[config.mk]
export PLATFORM = sky130hd
export DESIGN_NAME = fetch_unit
export DESIGN_NICKNAME = d
export VERILOG_FILES = /design/src/rtl/riscv_pkg.sv /design/src/rtl/fetch_fifo.sv /design/src/rtl/fetch_unit.sv
export SDC_FILE = /design/constraint.sdc
export NUM_CORES = 1
export LEC_CHECK = 0
export CAP_MARGIN = 20
export CORE_ASPECT_RATIO = 0.7
export CORE_MARGIN = 1.5
export CORE_UTILIZATION = 47
export CTS_CLUSTER_DIAMETER = 100
export DETAILED_ROUTE_END_ITERATION = 10
export PLACE_DENSITY = 0.82
export SKIP_LAST_GASP = 1
export SLEW_MARGIN = 10
export SYNTH_ARGS = -nofsm -noshare
export SYNTH_HDL_FRONTEND = slang
export SYNTH_SLANG_ARGS = --single-unit
[constraint.sdc]
create_clock -name clk_i -period 3.9 [get_ports clk_i]
set_clock_uncertainty 0.2 [all_clocks]
set_input_delay 1.17 -clock clk_i [delete_from_list [all_inputs] [get_ports clk_i]]
set_output_delay 1.17 -clock clk_i [all_outputs]
set_load 0.005 [all_outputs]
[src/rtl/riscv_pkg.sv]
// Shared fetch-stage types and constants.
package riscv_pkg;

  typedef enum logic [1:0] {IDLE, ISSUE, WAIT, KILL} fetch_state_t;

  localparam logic [31:0] RESET_PC_DEFAULT = 32'h0000_0000;
  localparam logic [31:0] INSTR_NOP        = 32'h0000_0013;

endpackage

[src/rtl/fetch_fifo.sv]
// Two-entry {instr, pc} buffer; slot 0 is always the head, so outputs come straight from flops.
module fetch_fifo
  import riscv_pkg::*;
#(
  parameter int DATA_WIDTH = 32,
  parameter int FIFO_DEPTH = 2
) (
  input  logic                  clk,
  input  logic                  rst_n,
  input  logic                  push,
  input  logic                  pop,
  input  logic                  flush,
  input  logic [DATA_WIDTH-1:0] push_instr,
  input  logic [DATA_WIDTH-1:0] push_pc,
  output logic [DATA_WIDTH-1:0] head_instr,
  output logic [DATA_WIDTH-1:0] head_pc,
  output logic [1:0]            count,
  output logic                  full,
  output logic                  empty
);

  localparam logic [1:0] DEPTH = 2'(FIFO_DEPTH);

  logic [DATA_WIDTH-1:0] instr_q [2];
  logic [DATA_WIDTH-1:0] pc_q    [2];
  logic                  do_pop;
  logic                  do_push;
  logic [1:0]            slot;

  assign full       = (count == DEPTH);
  assign empty      = (count == 2'd0);
  assign head_instr = instr_q[0];
  assign head_pc    = pc_q[0];
  assign do_pop     = pop && !empty;
  assign do_push    = push && (!full || do_pop);
  assign slot       = count - {1'b0, do_pop};

  always_ff @(posedge clk or negedge rst_n) begin
    if (!rst_n) begin
      count      <= 2'd0;
      instr_q[0] <= '0;
      instr_q[1] <= '0;
      pc_q[0]    <= '0;
      pc_q[1]    <= '0;
    end else if (flush) begin
      count      <= 2'd0;
      instr_q[0] <= '0;
      pc_q[0]    <= '0;
    end else begin
      if (do_pop) begin
        instr_q[0] <= instr_q[1];
        pc_q[0]    <= pc_q[1];
      end
      // Later assignment wins, so a push into slot 0 overrides the shift.
      if (do_push) begin
        if (slot == 2'd0) begin
          instr_q[0] <= push_instr;
          pc_q[0]    <= push_pc;
        end else begin
          instr_q[1] <= push_instr;
          pc_q[1]    <= push_pc;
        end
      end
      count <= count + {1'b0, do_push} - {1'b0, do_pop};
    end
  end

endmodule

[src/rtl/fetch_unit.sv]
// Instruction fetch stage: PC register, single-outstanding imem requests, 2-entry buffer, redirects.
// Optional performance counters enabled by FETCH_PERF_CNT_EN.
module fetch_unit
  import riscv_pkg::*;
#(
  parameter int                  DATA_WIDTH = 32,
  parameter logic [DATA_WIDTH-1:0] RESET_PC = RESET_PC_DEFAULT,
  parameter int                  FIFO_DEPTH = 2
) (
  input  logic                  clk_i,
  input  logic                  rst_ni,
  output logic                  imem_req_o,
  output logic [DATA_WIDTH-1:0] imem_addr_o,
  input  logic                  imem_rvalid_i,
  input  logic [DATA_WIDTH-1:0] imem_rdata_i,
  input  logic                  PCSrc_i,
  input  logic [DATA_WIDTH-1:0] PCTarget_i,
  output logic [DATA_WIDTH-1:0] Instr_o,
  output logic [DATA_WIDTH-1:0] PC_o,
  output logic [DATA_WIDTH-1:0] PCPlus4_o,
  output logic                  Valid_o,
  input  logic                  Ready_i
`ifdef FETCH_PERF_CNT_EN
  ,
  output logic [31:0]           fetch_count_o,
  output logic [31:0]           bubble_count_o
`endif
);

  fetch_state_t          state;
  logic [DATA_WIDTH-1:0] fetch_pc;
  logic [1:0]            fifo_count;
  logic                  fifo_full;
  logic                  fifo_empty;
  logic                  push;
  logic                  pop;
  logic                  outstanding;
  logic [2:0]            occupancy;
  logic                  space;
  logic                  unused_target_lsbs;

  assign unused_target_lsbs = ^PCTarget_i[1:0];

  assign outstanding = (state == WAIT) || (state == KILL);
  assign occupancy   = {1'b0, fifo_count} + {2'b00, outstanding};
  assign space       = occupancy < 3'(FIFO_DEPTH);
  assign pop         = Valid_o && Ready_i;
  // imem_addr_o still holds the address of the outstanding request.
  assign push        = (state == WAIT) && imem_rvalid_i && !PCSrc_i && !fifo_full;
  assign Valid_o     = !fifo_empty;
  assign PCPlus4_o   = Valid_o ? PC_o + DATA_WIDTH'(4) : '0;

  fetch_fifo #(
    .DATA_WIDTH(DATA_WIDTH),
    .FIFO_DEPTH(FIFO_DEPTH)
  ) u_fifo (
    .clk       (clk_i),
    .rst_n     (rst_ni),
    .push      (push),
    .pop       (pop),
    .flush     (PCSrc_i),
    .push_instr(imem_rdata_i),
    .push_pc   (imem_addr_o),
    .head_instr(Instr_o),
    .head_pc   (PC_o),
    .count     (fifo_count),
    .full      (fifo_full),
    .empty     (fifo_empty)
  );

  always_ff @(posedge clk_i or negedge rst_ni) begin
    if (!rst_ni) begin
      state       <= IDLE;
      fetch_pc    <= RESET_PC;
      imem_req_o  <= 1'b0;
      imem_addr_o <= '0;
    end else begin
      imem_req_o <= 1'b0;
      if (PCSrc_i) begin
        fetch_pc <= {PCTarget_i[DATA_WIDTH-1:2], 2'b00};
        state    <= (outstanding && !imem_rvalid_i) ? KILL : ISSUE;
      end else begin
        unique case (state)
          IDLE:  state <= ISSUE;
          ISSUE: if (space) begin
            imem_req_o  <= 1'b1;
            imem_addr_o <= fetch_pc;
            fetch_pc    <= fetch_pc + DATA_WIDTH'(4);
            state       <= WAIT;
          end
          WAIT:  if (imem_rvalid_i) state <= ISSUE;
          KILL:  if (imem_rvalid_i) state <= ISSUE;
          default: state <= IDLE;
        endcase
      end
    end
  end

`ifdef FETCH_PERF_CNT_EN
  always_ff @(posedge clk_i or negedge rst_ni) begin
    if (!rst_ni) begin
      fetch_count_o  <= 32'd0;
      bubble_count_o <= 32'd0;
    end else begin
      if (pop)                 fetch_count_o  <= fetch_count_o + 32'd1;
      if (Ready_i && !Valid_o) bubble_count_o <= bubble_count_o + 32'd1;
    end
  end
`endif

endmodule

Word-level counts from Yosys, hierarchy flattened. Index checks and enable logic that the tools add are counted.

Add/sub/neg operators: 6. Bitwise gates (word level): 2. Equality and inequality tests: 6. Magnitude comparators: 1. Muxes and demuxes: 23. Reductions and logical operators: 23.

Operators by type and width (count): two-way mux 32 bit (12); two-way mux 64 bit (2); adder 32 x 3 -> 32 bit (second input constant) (2); two-way mux 2 bit (5); logical AND 1 bit (7); equality test 2 bit (second input constant) (3); logical NOT 2 bit (3); one-hot mux 2 bit (3 select lines) (1); AND reduction 3 bit (2); logical NOT 1 bit (4); AND reduction 2 bit (2); nonzero test 2 bit (2); subtractor 2 x 1 -> 2 bit (2); adder 2 x 1 -> 3 bit (1); < comparator 3 x 2 -> 1 bit (second input constant) (1); two-way mux 1 bit (3); != test 3 x 1 -> 1 bit (second input constant) (1); != test 3 bit (second input constant) (1); adder 2 x 1 -> 2 bit (1); equality test 2 x 1 -> 1 bit (second input constant) (1); logical OR 1 bit (2); NOT 1 bit (2); OR reduction 2 bit (1).

Output and inout port bits: 130. Register bits: 197. Input bits: 69. Logic and storage cells: 70.

Logic depth before layout (Yosys ltp).
Word-level depth: 9. Mapped depth: 7. Gate-level depth less buffers: 6.

Hierarchy. From an unflattened synthesis, not the netlist that was laid out.

Cell total of the unflattened synthesis: 1006. Area total of the unflattened synthesis: 9998.3 sq um.

Modules (own cells, without submodules): fetch_fifo (area each 6167.2 sq um, seq. area each 3253.1 sq um, times used 1, cells each 584); fetch_unit (area each 3831.2 sq um, seq. area each 1576.5 sq um, times used 1, cells each 422).

Worst setup path before layout. No wires, ideal clock.

Path kind: register -> output. Start: register u_fifo.pc_q, in the netlist u_fifo.head_pc[2]. End: output PCPlus4_o[20]. Arrival: 1891 ps. Data required time: 2530 ps. Stages on the path, launching flop included: 7. Path slack: 639 ps. Path buffers: 1. Cell sequence: dfrtp_1 ha_1 nand2_1 or4_1 buf_2 or3_1 a21oi_1.

Longest elaborated chain between the ends: 2.

Ends and longest elaborated chain: start: declaration (RTL line fetch_fifo.sv:25) `logic [DATA_WIDTH-1:0] pc_q [2];`; adder 32 x 3 -> 32 bit (RTL line fetch_unit.sv:51) `assign PCPlus4_o = Valid_o ? PC_o + DATA_WIDTH'(4) : '0;`; two-way mux 32 bit (RTL line fetch_unit.sv:51); end: declaration (RTL line fetch_unit.sv:20) `output logic [DATA_WIDTH-1:0] PCPlus4_o,`.

No other way between the ends.

Worst setup path after layout.
Start: register u_fifo.pc_q, in the netlist u_fifo.head_pc[3]. End: output PCPlus4_o[24].

The elaborated chain is that of the path after synthesis.

==> impl_metrics.yaml <==
grt:
  grt_overflow: 0
  grt_max_degree: 92
  grt_pass1_wl_mm: 42.1
  grt_pass1_vias: 7619
  antenna_found_initial: 0
  grtUsageTotal_pct: 25.1
setup_path:
  path_cells: "ha_2 > nand2_4 > or4_4 > or4_1 > a21oi_1 > clkdlybuf4s50_1"
  rr_worst_depth: 4
  rrSetupSlack_ns: 1.11
  r2r-start: "u_fifo.count[1]$_DFF_PN0_"
  slowest_stage: "clkdlybuf4s50_1"
  rr_endpoint: "fetch_pc[23]$_DFFE_PN0P_"
  crit_required_ns: 2.53
  cp-end-kind: "primary output"
  cp-start-kind: "register"
  cp_slowest_stage_delay_ns: 0.51
  worst-path-max-fanout: 5
  arrival_ns: 2.75
  crit_type: "reg2out"
final_layout:
  diodes: 0
  layoutNonFillerInstCount: 1395
  synthToLayoutAreaGrowth_pct: 28.3
  layout.nets: 1184
  fin_util_pct: 62.3
  drive_gt1_share_pct: 19.9
  multi_input_area_um2: 4300
  ff_latch_area_um2: 4780
  fillCellCount: 1599
clock_network:
  cts_buffer_depth: 2
  cts_hold_buf: 0
  cts_num_sinks: 191
  cts_tree: "done"
  ctsRootBufferMaster: "clkbuf_16"
  clk_latency_ns: 0.43
  htree_levels: 4
  cts.clk_slew.worst_paths_ns: 0.07
  cts-buffers-inserted: 17
sta:
  report.final.setup_viol: 9
  fmax_mhz: 243
  fin_setup_tns_ns: -0.844
  min_period_over_period_pct: 106
  holdWs_ns: 0.309
  hold_violations: 0
  slew_headroom_pct: 40.2
  setup_ws_ns: -0.218
  drv_slew: 0
  period_needed_ns: 4.12
  worst_pin_slew_ns: 0.898
  grt_setup_unrepaired: "yes"
place:
  gp_congestion: 0.844
  place_inst: 1347
  hpwl_mm: 17.6
  io_buffers: 194
pwr:
  peakVddDrop_mv: 0.294
  power_density_nw_per_um2: 429
  p_leak_uw: 0.00520
job:
  drv_cap: 0
synthesis:
  yosys_warnings: 0
  synth_area_um2: 9750
  ys_types: 50
  synth_edf_count: 0
  synth_async_sr_flop_share_pct: 100
  syn_area_per_cell_um2: 10.0
  postSynthCellCount: 971
  synth_seq_cells: 191
  ys.flop_type: "dfrtp_1"
  synth.yosys.seq_area_share_pct: 49.0
floorplan:
  fp-row-count: 43
  ioPinCount: 199
  core_um2: 20100
  die_h_um: 124
  initial_core_util_pct: 48.6
  die_area_um2: 21600
  die_w_um: 175
drt:
  postRouteAntennaNets: 0
  first_pass_iters: 5
  wl_per_cell_um: 19.3
  detail_route.iter0.violations: 678
  drt-total-wl_mm: 26.9
  vias_per_cell: 5.94
  vias: 8288
  route.detailed.drc: 0
status:
  failed_checks: "setup timing"
  status: "complete, but fails checks"
min_path:
  hold_start: "u_fifo.instr_q[3]$_DFFE_PN0P_"
  min_path_cells: 1
  min_to: "u_fifo.instr_q[3]$_DFFE_PN0P_"
  min_path_type: "reg2reg"
-- stage by stage --
stage	setup slack, ns	total power [µW]	instance area (µm²)
floorplan	0.639	2820	9750
global placement	0.0970	3430	11600
detailed placement	0.0541	3460	11600
CTS	-0.217	5390	12400
global route	-0.311	5590	12500
finish	-0.218	5370	12500
-- cells in the final DEF (no fill, tap or decap), types with 7 or more instances in the layout --
cell type,instances
clkdlybuf4s50_1,180
xnor2_1,7
nand4_1,16
nor2_1,90
and3_1,7
nand2_1,103
or3_1,8
xor2_1,15
a311oi_1,62
buf_4,50
a21oi_1,12
clkbuf_16,17
a31oi_1,13
or4_1,22
mux2_2,92
o21ai_0,25
dfrtp_1,188
inv_1,7
o31ai_1,13
and2_1,7
nand3_1,86
buf_6,7
-- cell type report --
cell class / count / share of cell area, %
Tap cell: 270 / 2.70
Sequential cell: 191 / 38.2
Clock buffer: 19 / 3.46
Timing Repair Buffer: 253 / 19.3
Multi-Input combinational cell: 641 / 34.4
Clock inverter: 13 / 1.67
Inverter: 8 / 0.240
-- metal layers --
layer | track usage (%) | vias up | wire (µm)
met5 | 0 | - | 0
met4 | 7.05 | 0 | 415
met3 | 4.92 | 37 | 2290
met2 | 38.7 | 399 | 12300
met1 | 36.0 | 4096 | 11900
li1 | - | 3756 | -
-- repair_timing --
item,4_1_cts,5_1_grt
pin swaps,5,3
endpoints found under the setup margin,15,17
resized for setup,39,19
buffers inserted,12,3
cloned,1,0
-- synth_stat cells, types with 2 or more instances --
| library cell | instances | area, µm² |
|---|---|---|
| a21oi_1 | 14 | 70.1 |
| a311oi_1 | 62 | 543 |
| a31oi_1 | 13 | 81.3 |
| a41o_1 | 2 | 20.0 |
| and2_1 | 7 | 43.8 |
| and3_1 | 7 | 43.8 |
| and4_1 | 5 | 43.8 |
| buf_2 | 12 | 60.1 |
| buf_4 | 67 | 503 |
| clkbuf_1 | 53 | 199 |
| dfrtp_1 | 191 | 4780 |
| ha_1 | 3 | 37.5 |
| inv_1 | 7 | 26.3 |
| mux2_2 | 92 | 1040 |
| nand2_1 | 105 | 394 |
| nand2b_1 | 3 | 18.8 |
| nand3_1 | 89 | 445 |
| nand4_1 | 16 | 100 |
| nor2_1 | 90 | 338 |
| nor2b_1 | 2 | 12.5 |
| nor3_1 | 5 | 25.0 |
| nor4_1 | 2 | 12.5 |
| o211ai_1 | 6 | 45.0 |
| o21a_1 | 2 | 15.0 |
| o21ai_0 | 25 | 125 |
| o31ai_1 | 14 | 105 |
| or3_1 | 8 | 50.1 |
| or3_2 | 2 | 15.0 |
| or4_1 | 24 | 180 |
| or4_4 | 3 | 33.8 |
| xnor2_1 | 7 | 61.3 |
| xor2_1 | 15 | 131 |
-- registers in the layout, indices dropped and copies added (netlist names) --
| name | cells |
|---|---|
| u_fifo.head_instr | 32 |
| u_fifo.head_pc | 32 |
| u_fifo.instr_q | 32 |
| state | 2 |
| u_fifo.count | 2 |
| u_fifo.pc_q | 30 |
| imem_req_o | 1 |
| fetch_pc | 30 |
| imem_addr_o | 30 |
-- how the worst max path moves through the flow --
stage | slack, ns | startpoint | end | depth (start not counted)
floorplan | 0.64 | u_fifo.head_pc[2]$_DFF_PN0_ | PCPlus4_o[20] | 6
CTS | -0.22 | u_fifo.head_pc[3]$_DFF_PN0_ | PCPlus4_o[24] | 6
global placement | 0.1 | u_fifo.head_pc[2]$_DFF_PN0_ | PCPlus4_o[24] | 6
finish | -0.22 | u_fifo.head_pc[3]$_DFF_PN0_ | PCPlus4_o[24] | 6
detailed placement | 0.05 | u_fifo.head_pc[3]$_DFF_PN0_ | PCPlus4_o[24] | 6
global route | -0.31 | u_fifo.head_pc[16]$_DFF_PN0_ | PCPlus4_o[24] | 6
-- power by group --
group | total (µW) | switching, µW | internal (µW)
Combinational | 954 | 387 | 567
Sequential | 2490 | 298 | 2200
Clock | 1920 | 774 | 1140
Total | 5370 | 1460 | 3910
-- worst max-delay path, delay by kind of cell (launching register included) --
| kind | cells | cell delay (ns) |
|---|---|---|
| and+or+nand+nor | 3 | 1.00 |
| DFF | 1 | 0.39 |
| AOI/OAI and AO/OA | 1 | 0.17 |
| buffers and inverters | 1 | 0.51 |
| adders and majority gates | 1 | 0.24 |
-- kinds of logic after synthesis --
kind of cell             Yosys count  synth area share (%)
multiplexers                      93                  10.7
flip-flops                       191                  49.0
adder cells (fa/ha/maj)            3                 0.385
other                              1                0.0385
AND/OR/NAND/NOR                  376                  18.8
AO/OA/AOI/OAI                    144                  10.9
buffers and inverters            141                  8.16
XOR/XNOR                          22                  1.98
No activity file was read; power rests on OpenSTA's default activity.
